**config.mk**
```make
export PLATFORM = sky130hd
export DESIGN_NAME = vector_logic_sequencer_flat
export DESIGN_NICKNAME = d
export VERILOG_FILES = /design/src/rtl/vector_logic_sequencer_if.sv /design/src/rtl/vector_logic_sequencer.sv /design/src/flat_wrapper.sv
export SDC_FILE = /design/constraint.sdc
export NUM_CORES = 1
export LEC_CHECK = 0
export CAP_MARGIN = 20
export CORE_ASPECT_RATIO = 1.1
export CORE_UTILIZATION = 47
export DETAILED_ROUTE_END_ITERATION = 10
export PLACE_DENSITY = 0.82
export SLEW_MARGIN = 20
export SYNTH_ARGS = -nofsm -noshare
export SYNTH_HDL_FRONTEND = slang
export SYNTH_SLANG_ARGS = --single-unit
```
**constraint.sdc**
```tcl
create_clock -name clock -period 2.3 [get_ports clock]
set_input_delay 0.345 -clock clock [delete_from_list [all_inputs] [get_ports clock]]
set_output_delay 0.345 -clock clock [all_outputs]
set_load 0.02 [all_outputs]
```
**src/rtl/vector_logic_sequencer_if.sv**
```systemverilog
// -----------------------------------------------------------------------------
// vector_logic_sequencer_pkg / vector_logic_sequencer_if
//
// Purpose:
//   Shared operation encoding and the issue/writeback bus of the vector logic
//   sequencer.
//
// Package:
//   logic_mode_t  2-bit operation select. 2'b00 is deliberately unused, so an
//                 unset or corrupted mode yields an all-zero result.
//
// Interface signals (VLEN = vector register width):
//   req_valid       issue -> seq   an operation is presented
//   req_ready       seq -> issue   sequencer can accept an operation
//   req_logic_mode  issue -> seq   AND / OR / XOR select
//   req_vs2         issue -> seq   operand vs2, VLEN bits
//   req_vs1         issue -> seq   operand vs1, VLEN bits
//   resp_valid      seq -> wb      assembled result available
//   resp_ready      wb -> seq      writeback accepts the result
//   resp_vd         seq -> wb      assembled result, VLEN bits
//
// Modports:
//   master  issue stage / writeback side (testbench)
//   slave   the sequencer
// -----------------------------------------------------------------------------
package vector_logic_sequencer_pkg;

    typedef enum logic [1:0] {
        ENABLED_AND_MODE = 2'b01,
        ENABLED_OR_MODE  = 2'b10,
        ENABLED_XOR_MODE = 2'b11
    } logic_mode_t;

endpackage

interface vector_logic_sequencer_if #(
    parameter int VLEN = 128
);
    import vector_logic_sequencer_pkg::*;

    logic              req_valid;
    logic              req_ready;
    logic_mode_t       req_logic_mode;
    logic [VLEN-1:0]   req_vs2;
    logic [VLEN-1:0]   req_vs1;
    logic              resp_valid;
    logic              resp_ready;
    logic [VLEN-1:0]   resp_vd;

    modport master (
        output req_valid, req_logic_mode, req_vs2, req_vs1, resp_ready,
        input  req_ready, resp_valid, resp_vd
    );

    modport slave (
        input  req_valid, req_logic_mode, req_vs2, req_vs1, resp_ready,
        output req_ready, resp_valid, resp_vd
    );

endinterface

```
**src/rtl/vector_logic_sequencer.sv**
```systemverilog
// -----------------------------------------------------------------------------
// vector_logic_sequencer
//
// Purpose:
//   Multi-beat controller that applies a VLEN-wide AND/OR/XOR through a narrow
//   LANE_WIDTH slice datapath, one slice per clock, and assembles the full
//   result. Trades BEATS cycles of latency for a datapath LANE_WIDTH wide.
//
// Parameters:
//   VLEN        vector width in bits (must match the bus interface VLEN)
//   LANE_WIDTH  bits processed per beat; VLEN must be a multiple of it
//
// Ports:
//   clock    in   single clock, all state on rising edge
//   reset_n  in   asynchronous active-low reset
//   flush    in   synchronous abort; wins over every other event
//   bus      slave modport of vector_logic_sequencer_if (request/response)
//   busy     out  high while an operation is in flight or awaiting writeback
//
// Timing:
//   Accept at edge T -> resp_valid high after edge T+BEATS. With resp_ready
//   held high, consecutive accepts are BEATS+2 edges apart. All outputs come
//   from state decode or registers; req_ready is additionally gated by flush.
// -----------------------------------------------------------------------------
module vector_logic_sequencer
    import vector_logic_sequencer_pkg::*;
#(
    parameter int VLEN       = 128,
    parameter int LANE_WIDTH = 32
) (
    input  logic                      clock,
    input  logic                      reset_n,
    input  logic                      flush,
    vector_logic_sequencer_if.slave   bus,
    output logic                      busy
);

    localparam int BEATS  = VLEN / LANE_WIDTH;
    // A single-beat configuration still needs a one-bit counter to exist.
    localparam int BEAT_W = (BEATS > 1) ? $clog2(BEATS) : 1;

    generate
        if ((VLEN % LANE_WIDTH) != 0 || LANE_WIDTH <= 0) begin : g_bad_cfg
            $error("vector_logic_sequencer: VLEN must be a positive multiple of LANE_WIDTH");
        end
    endgenerate

    localparam logic [1:0] ST_IDLE = 2'd0;
    localparam logic [1:0] ST_BUSY = 2'd1;
    localparam logic [1:0] ST_DONE = 2'd2;

    localparam logic [BEAT_W-1:0] LAST_BEAT = BEAT_W'(BEATS - 1);

    logic [1:0]            state_q;
    logic [BEAT_W-1:0]     beat_q;
    logic_mode_t           mode_q;
    logic [VLEN-1:0]       vs2_q;
    logic [VLEN-1:0]       vs1_q;
    logic [VLEN-1:0]       result_q;

    logic [LANE_WIDTH-1:0] slice_vs2;
    logic [LANE_WIDTH-1:0] slice_vs1;
    logic [LANE_WIDTH-1:0] slice_res;
    int                    lane_base;

    // Slice datapath: the only logic that scales with LANE_WIDTH.
    always_comb begin
        // NOTE: every variable gets a default before the case so no path
        // leaves it unassigned; an unassigned path would infer a latch.
        lane_base = int'(beat_q) * LANE_WIDTH;
        slice_vs2 = vs2_q[lane_base +: LANE_WIDTH];
        slice_vs1 = vs1_q[lane_base +: LANE_WIDTH];
        slice_res = '0;
        case (mode_q)
            ENABLED_AND_MODE: slice_res = slice_vs2 & slice_vs1;
            ENABLED_OR_MODE:  slice_res = slice_vs2 | slice_vs1;
            ENABLED_XOR_MODE: slice_res = slice_vs2 ^ slice_vs1;
            default:          slice_res = '0;
        endcase
    end

    // Flush blocks acceptance in the same cycle, so req_ready must see it.
    assign bus.req_ready  = (state_q == ST_IDLE) && !flush;
    assign bus.resp_valid = (state_q == ST_DONE);
    assign bus.resp_vd    = result_q;
    assign busy           = (state_q != ST_IDLE);

    always_ff @(posedge clock or negedge reset_n) begin
        // NOTE: sequential state uses non-blocking assignments only, so every
        // register samples the pre-edge values regardless of statement order.
        if (!reset_n) begin
            state_q  <= ST_IDLE;
            beat_q   <= '0;
            // NOTE: the wide operand/result registers are reset too, so an
            // aborted operation never leaves stale data visible on resp_vd.
            mode_q   <= logic_mode_t'(2'b00);
            vs2_q    <= '0;
            vs1_q    <= '0;
            result_q <= '0;
        end else if (flush) begin
            // The partial result is left in place; it is never presented
            // because resp_valid is decoded from state.
            state_q <= ST_IDLE;
            beat_q  <= '0;
        end else begin
            case (state_q)
                ST_IDLE: begin
                    if (bus.req_valid) begin
                        mode_q   <= bus.req_logic_mode;
                        vs2_q    <= bus.req_vs2;
                        vs1_q    <= bus.req_vs1;
                        result_q <= '0;
                        beat_q   <= '0;
                        state_q  <= ST_BUSY;
                    end
                end
                ST_BUSY: begin
                    result_q[lane_base +: LANE_WIDTH] <= slice_res;
                    if (beat_q == LAST_BEAT) begin
                        beat_q  <= '0;
                        state_q <= ST_DONE;
                    end else begin
                        beat_q <= beat_q + BEAT_W'(1);
                    end
                end
                ST_DONE: begin
                    if (bus.resp_ready) begin
                        state_q <= ST_IDLE;
                    end
                end
                default: begin
                    state_q <= ST_IDLE;
                    beat_q  <= '0;
                end
            endcase
        end
    end

endmodule

```
**src/flat_wrapper.sv**
```systemverilog
// flat-port wrapper written by rule: the top's interface ports become plain ports
module vector_logic_sequencer_flat import vector_logic_sequencer_pkg::*;
#(
    parameter int VLEN       = 128,
    parameter int LANE_WIDTH = 32
)
  (clock, reset_n, flush, busy, bus_req_valid, bus_req_logic_mode, bus_req_vs2, bus_req_vs1, bus_resp_ready, bus_req_ready, bus_resp_valid, bus_resp_vd);
  vector_logic_sequencer_if #(.VLEN(VLEN)) bus_i ();
  input  logic clock;
  input  logic reset_n;
  input  logic flush;
  output logic busy;
  input wire logic [$bits(bus_i.req_valid)-1:0] bus_req_valid;
  input wire logic [$bits(bus_i.req_logic_mode)-1:0] bus_req_logic_mode;
  input wire logic [$bits(bus_i.req_vs2)-1:0] bus_req_vs2;
  input wire logic [$bits(bus_i.req_vs1)-1:0] bus_req_vs1;
  input wire logic [$bits(bus_i.resp_ready)-1:0] bus_resp_ready;
  output wire logic [$bits(bus_i.req_ready)-1:0] bus_req_ready;
  output wire logic [$bits(bus_i.resp_valid)-1:0] bus_resp_valid;
  output wire logic [$bits(bus_i.resp_vd)-1:0] bus_resp_vd;
  assign bus_i.req_valid = bus_req_valid;
  assign bus_i.req_logic_mode = bus_req_logic_mode;
  assign bus_i.req_vs2 = bus_req_vs2;
  assign bus_i.req_vs1 = bus_req_vs1;
  assign bus_i.resp_ready = bus_resp_ready;
  assign bus_req_ready = bus_i.req_ready;
  assign bus_resp_valid = bus_i.resp_valid;
  assign bus_resp_vd = bus_i.resp_vd;
  vector_logic_sequencer #(.VLEN(VLEN), .LANE_WIDTH(LANE_WIDTH)) u_core (.clock(clock), .reset_n(reset_n), .flush(flush), .bus(bus_i), .busy(busy));
endmodule
```
==> results of run 1 <==
metrics by stage:
| stage | instance area (um2) | hold slack (ns) |
|---|---|---|
| global placement | 23580 | 0.3087 |
| floorplan | 18540 | 0.04941 |
| global route | 27060 | 0.3681 |
| finish | 27060 | 0.3297 |
| detailed placement | 23580 | 0.3162 |
| CTS | 25910 | 0.3393 |
report_power, final:
part,internal [uW],switching (uW)
registers,7880,785
clock network,4180,2800
logic,3830,2880
worst reg2reg max path, stage by stage (launching register included):
cell,delay (ns)
dfrtp_4,0.51
buf_12,0.17
buf_12,0.13
buf_16,0.13
mux4_2,0.46
inv_2,0.11
ha_4,0.20
nand2b_4,0.13
a32oi_1,0.23
buf_4,0.20
o2bb2ai_1,0.08
layout by cell type (no fill, tap or decap), types with 7 or more instances in the layout:
master | Yosys | routed
clkdlybuf4s50_1 | 0 | 390
inv_2 | 0 | 57
o2bb2ai_2 | 0 | 83
inv_1 | 69 | 12
ha_4 | 0 | 32
mux4_2 | 64 | 64
o2bb2ai_1 | 128 | 34
a32oi_2 | 0 | 16
a32oi_1 | 34 | 14
mux2_2 | 38 | 38
clkbuf_16 | 0 | 44
mux2_1 | 20 | 20
mux2_4 | 200 | 200
buf_12 | 0 | 32
buf_6 | 25 | 21
nand2b_4 | 0 | 30
buf_4 | 1 | 63
diode_2 | 0 | 7
ha_1 | 68 | 36
o2bb2ai_4 | 0 | 11
dfrtp_1 | 390 | 385
clkbuf_8 | 0 | 13
nand2b_1 | 64 | 34
timing repair:
action,4_1_cts,5_1_grt
cloned,3,2
setup endpoints to repair,128,129
setup buffers,20,11
hold endpoints to repair,50,0
hold buffers,1,0
gates resized for setup,124,173
pin swaps,35,50
registers in the layout, indices dropped and copies added, names as in the netlist:
signal              count
u_core.bus.resp_vd    128
u_core.vs1_q          128
u_core.vs2_q          128
u_core.beat_q           2
u_core.mode_q           2
u_core.state_q          2
cell type report:
| type | count | area, um2 | area share [%] |
|---|---|---|---|
| diodes | 7 | 17.52 | 0.06473 |
| well taps | 500 | 625.6 | 2.312 |
| repair buffers | 517 | 5428 | 20.06 |
| multi-input cells | 648 | 9528 | 35.21 |
| clock inverters | 13 | 155.1 | 0.5733 |
| flip-flops and latches | 390 | 9771 | 36.11 |
| inverters | 69 | 259.0 | 0.9571 |
| clock buffers | 62 | 1277 | 4.721 |
worst min-delay path by stage:
stage	from	end	slack (ns)	cells after the start
2_1_floorplan	reset_n	u_core.beat_q[0]	0.05	0
3_3_place_gp	reset_n	u_core.vs1_q[71]	0.31	1
3_5_place_dp	reset_n	u_core.vs1_q[71]	0.32	1
4_1_cts	reset_n	u_core.vs1_q[68]	0.34	2
5_1_grt	reset_n	u_core.vs1_q[71]	0.37	2
6_report	reset_n	u_core.vs2_q[36]	0.33	2
cell families (layout without fill, tap and decap cells):
kind of cell / count (synthesis) / in the layout / synth area share (%)
compound gates: 168 / 168 / 7.843
buf+inv: 154 / 661 / 4.273
flops: 390 / 390 / 52.73
other cells: 0 / 7 / 0
fa+ha+maj: 68 / 68 / 4.597
simple gates: 90 / 90 / 3.009
mux: 322 / 322 / 27.54
routing by layer:
| layer | global-route usage, % | vias to the layer above | part of all wire [%] |
|---|---|---|---|
| met3 | 3.696 | 137 | 5.1 |
| met2 | 43.95 | 504 | 50 |
| met5 | 0 | - | 0.020 |
| met4 | 11.69 | 2 | 4.6 |
| li1 | - | 5358 | - |
| met1 | 35.08 | 6517 | 40 |
==> reports/metrics.yaml, run 1 <==
fin_nets: 1998
fmax_mhz: 404.6
cp.arrival_ns: 2.88
dp_hpwl_um: 36330
crit_slowest_cell: "dfrtp_4"
worstMarginPinSlew_ns: 1.082
place_ws_ns: -0.2043
ys.flop_type: "dfrtp_1"
gp_congestion: 0.8779
ff2ff_path_depth: 10
crit_type: "reg -> reg"
min_period_ns: 2.471
grt_start_max_net_pins: 83
crit_buf_inv: 5
port-buffer-count: 393
netlist_top_cells_area: "dfrtp_1, mux2_4, mux4_2, o2bb2ai_1, ha_1"
place_inst: 2090
vias_per_cell: 5.675
antenna_found_initial: 8
utilization_pct: 70.34
slew_viol_final: 0
fp.dieW_um: 191.2
drc: 0
synth_most_common_cell: "dfrtp_1"
cp_top_family: "buffers and inverters"
grt_pass1_wl_um: 81210
avgSynthCellArea_um2: 15.53
finClkSkew_ns: 0.01502
hp-class: "in -> async"
dieArea_um2: 40170
synth_seq_cells: 390
synth-edff-count: 0
hold_viol_final: 0
maxSlewHeadroom_pct: 27.90
clock_sinks: 390
period_share_pct: 107.5
cp-startpoint: "u_core.beat_q[0]"
syn_area_um2: 18510
dr.pass1.iters: 5
synth_largest_area_cell: "dfrtp_1"
cp_slowest_stage_delay_ns: 0.51
crit_fanout: 6
cp.depth: 10
cts_max_level: 2
clockBufferDepth: 3
start_kind: "flip-flop"
fp.dieH_um: 210.1
fill_cells: 2373
grt_setup_unrepaired: "true"
yosysSeqAreaShare_pct: 52.73
synth_commonest_cells: "dfrtp_1, mux2_4, o2bb2ai_1"
start_util_pct: 48.10
clock_latency_ns: 0.54
cts_tree: "yes"
cp_cell_sequence: "buf_12 -> buf_12 -> buf_16 -> mux4_2 -> inv_2 -> ha_4 -> nand2b_4 -> a32oi_1 -> buf_4 -> o2bb2ai_1"
p_leak_uw: 0.01145
timing.rr.end: "u_core.bus.resp_vd[13]"
path_common_cell: "buf_12"
ant_nets: 0
grt_pass1_vias: 13520
drive_above_1_share_pct: 43.67
r2r_slack_ns: -0.17
clk_pin_slew_ns: 0.07
wl_per_cell_um: 25.42
ir_drop_v: 0.0007269
setup_viol: 105
cts_made_buffers: 41
worstSetupEndpoint: "u_core.bus.resp_vd[13]"
drt_first_iter_violations: 693
ios: 394
area_growth_pct: 46.22
wirelength_um: 56070
grt_usage_pct: 26.63
ys_warn_count: 0
status: "finished with violations"
grt_overflow: 0
synth_cell_types: 28
layout_setup_ws_ns: -0.1715
tns_ns: -6.484
syn_inst: 1192
finalPower_uw: 22360
power_density_nw_per_um2: 826.1
syn_nets: 1523
fp.coreArea_um2: 38470
vias: 12520
cp-end-kind: "flip-flop"
r2r_start: "u_core.beat_q[0]"
layoutNonFillerInstCount: 2206
rows: 75
yosysTopAreaCellShare_pct: 52.73
clockRootBuffer: "clkbuf_16"
drv_cap: 0
failed_checks: "setup timing"
ys_async_sr_fraction_pct: 100.0
crit_required_ns: 2.71
(Power assumes the default switching activity.)
==> inputs of run 2 (changes only) <==
--- a/config.mk
+++ b/config.mk
@@ -10,6 +10,7 @@
 export CORE_UTILIZATION = 47
 export DETAILED_ROUTE_END_ITERATION = 10
 export PLACE_DENSITY = 0.82
+export SKIP_CTS_REPAIR_TIMING = 1
 export SLEW_MARGIN = 20
 export SYNTH_ARGS = -nofsm -noshare
 export SYNTH_HDL_FRONTEND = slang
==> reports/metrics.yaml, run 2 (synthesis gave the netlist of run 1 again) <==
fp.coreArea_um2: 38470
drv_cap: 0
drc: 0
cts_made_buffers: 41
crit_type: "reg -> reg"
path_common_cell: "buf_12"
vias_per_cell: 5.609
p_leak_uw: 0.01126
dr.pass1.iters: 5
stdcell_area_um2: 26350
placed_cell_area_um2: 23580
fmax_mhz: 412.2
final_cell_mix: "clkdlybuf4s50_1, dfrtp_1, mux2_4"
drive_above_1_share_pct: 39.28
clockRootBuffer: "clkbuf_16"
area_growth_pct: 42.40
grt_setup_unrepaired: "true"
dieArea_um2: 40170
clock_sinks: 390
fp.dieH_um: 210.1
start_util_pct: 48.10
failed_checks: "setup timing"
layoutNonFillerInstCount: 2194
fin_nets: 1987
hold_viol_final: 0
wirelength_um: 53190
ir_drop_v: 0.0005777
r2r_start: "u_core.beat_q[0]"
cp_cell_sequence: "buf_12 -> buf_12 -> mux4_2 -> inv_2 -> ha_4 -> nand2b_4 -> a32oi_4 -> buf_6 -> o2bb2ai_2"
finalPower_uw: 21810
vias: 12310
ios: 394
min_period_ns: 2.426
cts_max_level: 2
grt_start_max_net_pins: 83
grt_overflow: 0
cp_slowest_stage_delay_ns: 0.54
hp-class: "in -> async"
ff2ff_path_depth: 9
power_density_nw_per_um2: 827.6
cts_tree: "yes"
timing.rr.end: "u_core.bus.resp_vd[0]"
clockBufferDepth: 3
wl_per_cell_um: 24.24
grt_pass1_vias: 13120
start_kind: "flip-flop"
period_share_pct: 105.5
clock_latency_ns: 0.55
setup_viol: 93
clk_pin_slew_ns: 0.07
cp-end-kind: "flip-flop"
port-buffer-count: 393
whs_ns: 0.3297
layout_setup_ws_ns: -0.1261
drt_first_iter_violations: 779
tns_ns: -5.236
fp.dieW_um: 191.2
crit_required_ns: 2.70
maxSlewHeadroom_pct: 44.69
grt_usage_pct: 25.60
dp_hpwl_um: 36330
worstMarginPinSlew_ns: 0.8296
layout_commonest_cell: "clkdlybuf4s50_1"
status: "finished with violations"
ant_nets: 0
rows: 75
gp_congestion: 0.8779
finClkSkew_ns: 0.01498
cp.arrival_ns: 2.83
antenna_found_initial: 7
slew_viol_final: 0
grt_pass1_wl_um: 78230
place_inst: 2090
crit_fanout: 6
crit_slowest_cell: "mux4_2"
r2r_slack_ns: -0.13
run 2: power breakdown:
group          leakage [uW]  internal (uW)  switching [uW]  total, uW
registers           0.00486           7880             748       8630
clock network      0.000702           4180            2760       6940
logic               0.00570           3610            2630       6240
total                0.0113          15700            6130      21800
run 2: cell type report:
class,instances,area [um2]
fill,2491,12120
sequential,390,9771
multi-input combinational,648,8957
timing repair buffer,506,5294
clock buffer,62,1277
tap,500,625.6
inverter,69,259.0
clock inverter,13,155.1
antenna,6,15.01
run 2: worst max-delay path by stage:
stage	start	to
final	u_core.beat_q[0]	u_core.bus.resp_vd[0]
after CTS	u_core.beat_q[0]	u_core.bus.resp_vd[0]
after global placement	u_core.beat_q[0]	u_core.bus.resp_vd[0]
after floorplan	u_core.beat_q[0]	u_core.bus.resp_vd[17]
after global routing	u_core.beat_q[0]	u_core.bus.resp_vd[27]
after detailed placement	u_core.beat_q[0]	u_core.bus.resp_vd[0]
run 2: critical path: cells and delay by family (launching register included):
kind / cells / cell delay [ns]
AND/OR/NAND/NOR: 1 / 0.14
flip-flops: 1 / 0.47
adder cells (fa/ha/maj): 1 / 0.19
AO/OA/AOI/OAI: 2 / 0.37
multiplexers: 1 / 0.54
buffers and inverters: 4 / 0.56
run 2: stage by stage:
step	util [%]	setup WS, ns
6_report	68.50	-0.1261
5_1_grt	68.50	-0.1798
4_1_cts	65.01	-0.2763
3_5_place_dp	61.29	-0.2043
3_3_place_gp	61.29	-0.1596
2_1_floorplan	-	0.009988
run 2: routing by layer:
metal / wire (um) / track usage (%)
met2: 26490 / 41.55
met1: 21850 / 34.32
met4: 2134 / 10.97
met5: 0 / 0
met3: 2715 / 3.746
==> inputs of run 3 (changes only) <==
--- a/config.mk
+++ b/config.mk
@@ -11,7 +11,7 @@
 export DETAILED_ROUTE_END_ITERATION = 10
 export PLACE_DENSITY = 0.82
 export SKIP_CTS_REPAIR_TIMING = 1
-export SLEW_MARGIN = 20
+export SLEW_MARGIN = 40
 export SYNTH_ARGS = -nofsm -noshare
 export SYNTH_HDL_FRONTEND = slang
 export SYNTH_SLANG_ARGS = --single-unit
==> results of run 3 <==
Final layout, timing and power as in run 2 (identical DEF).
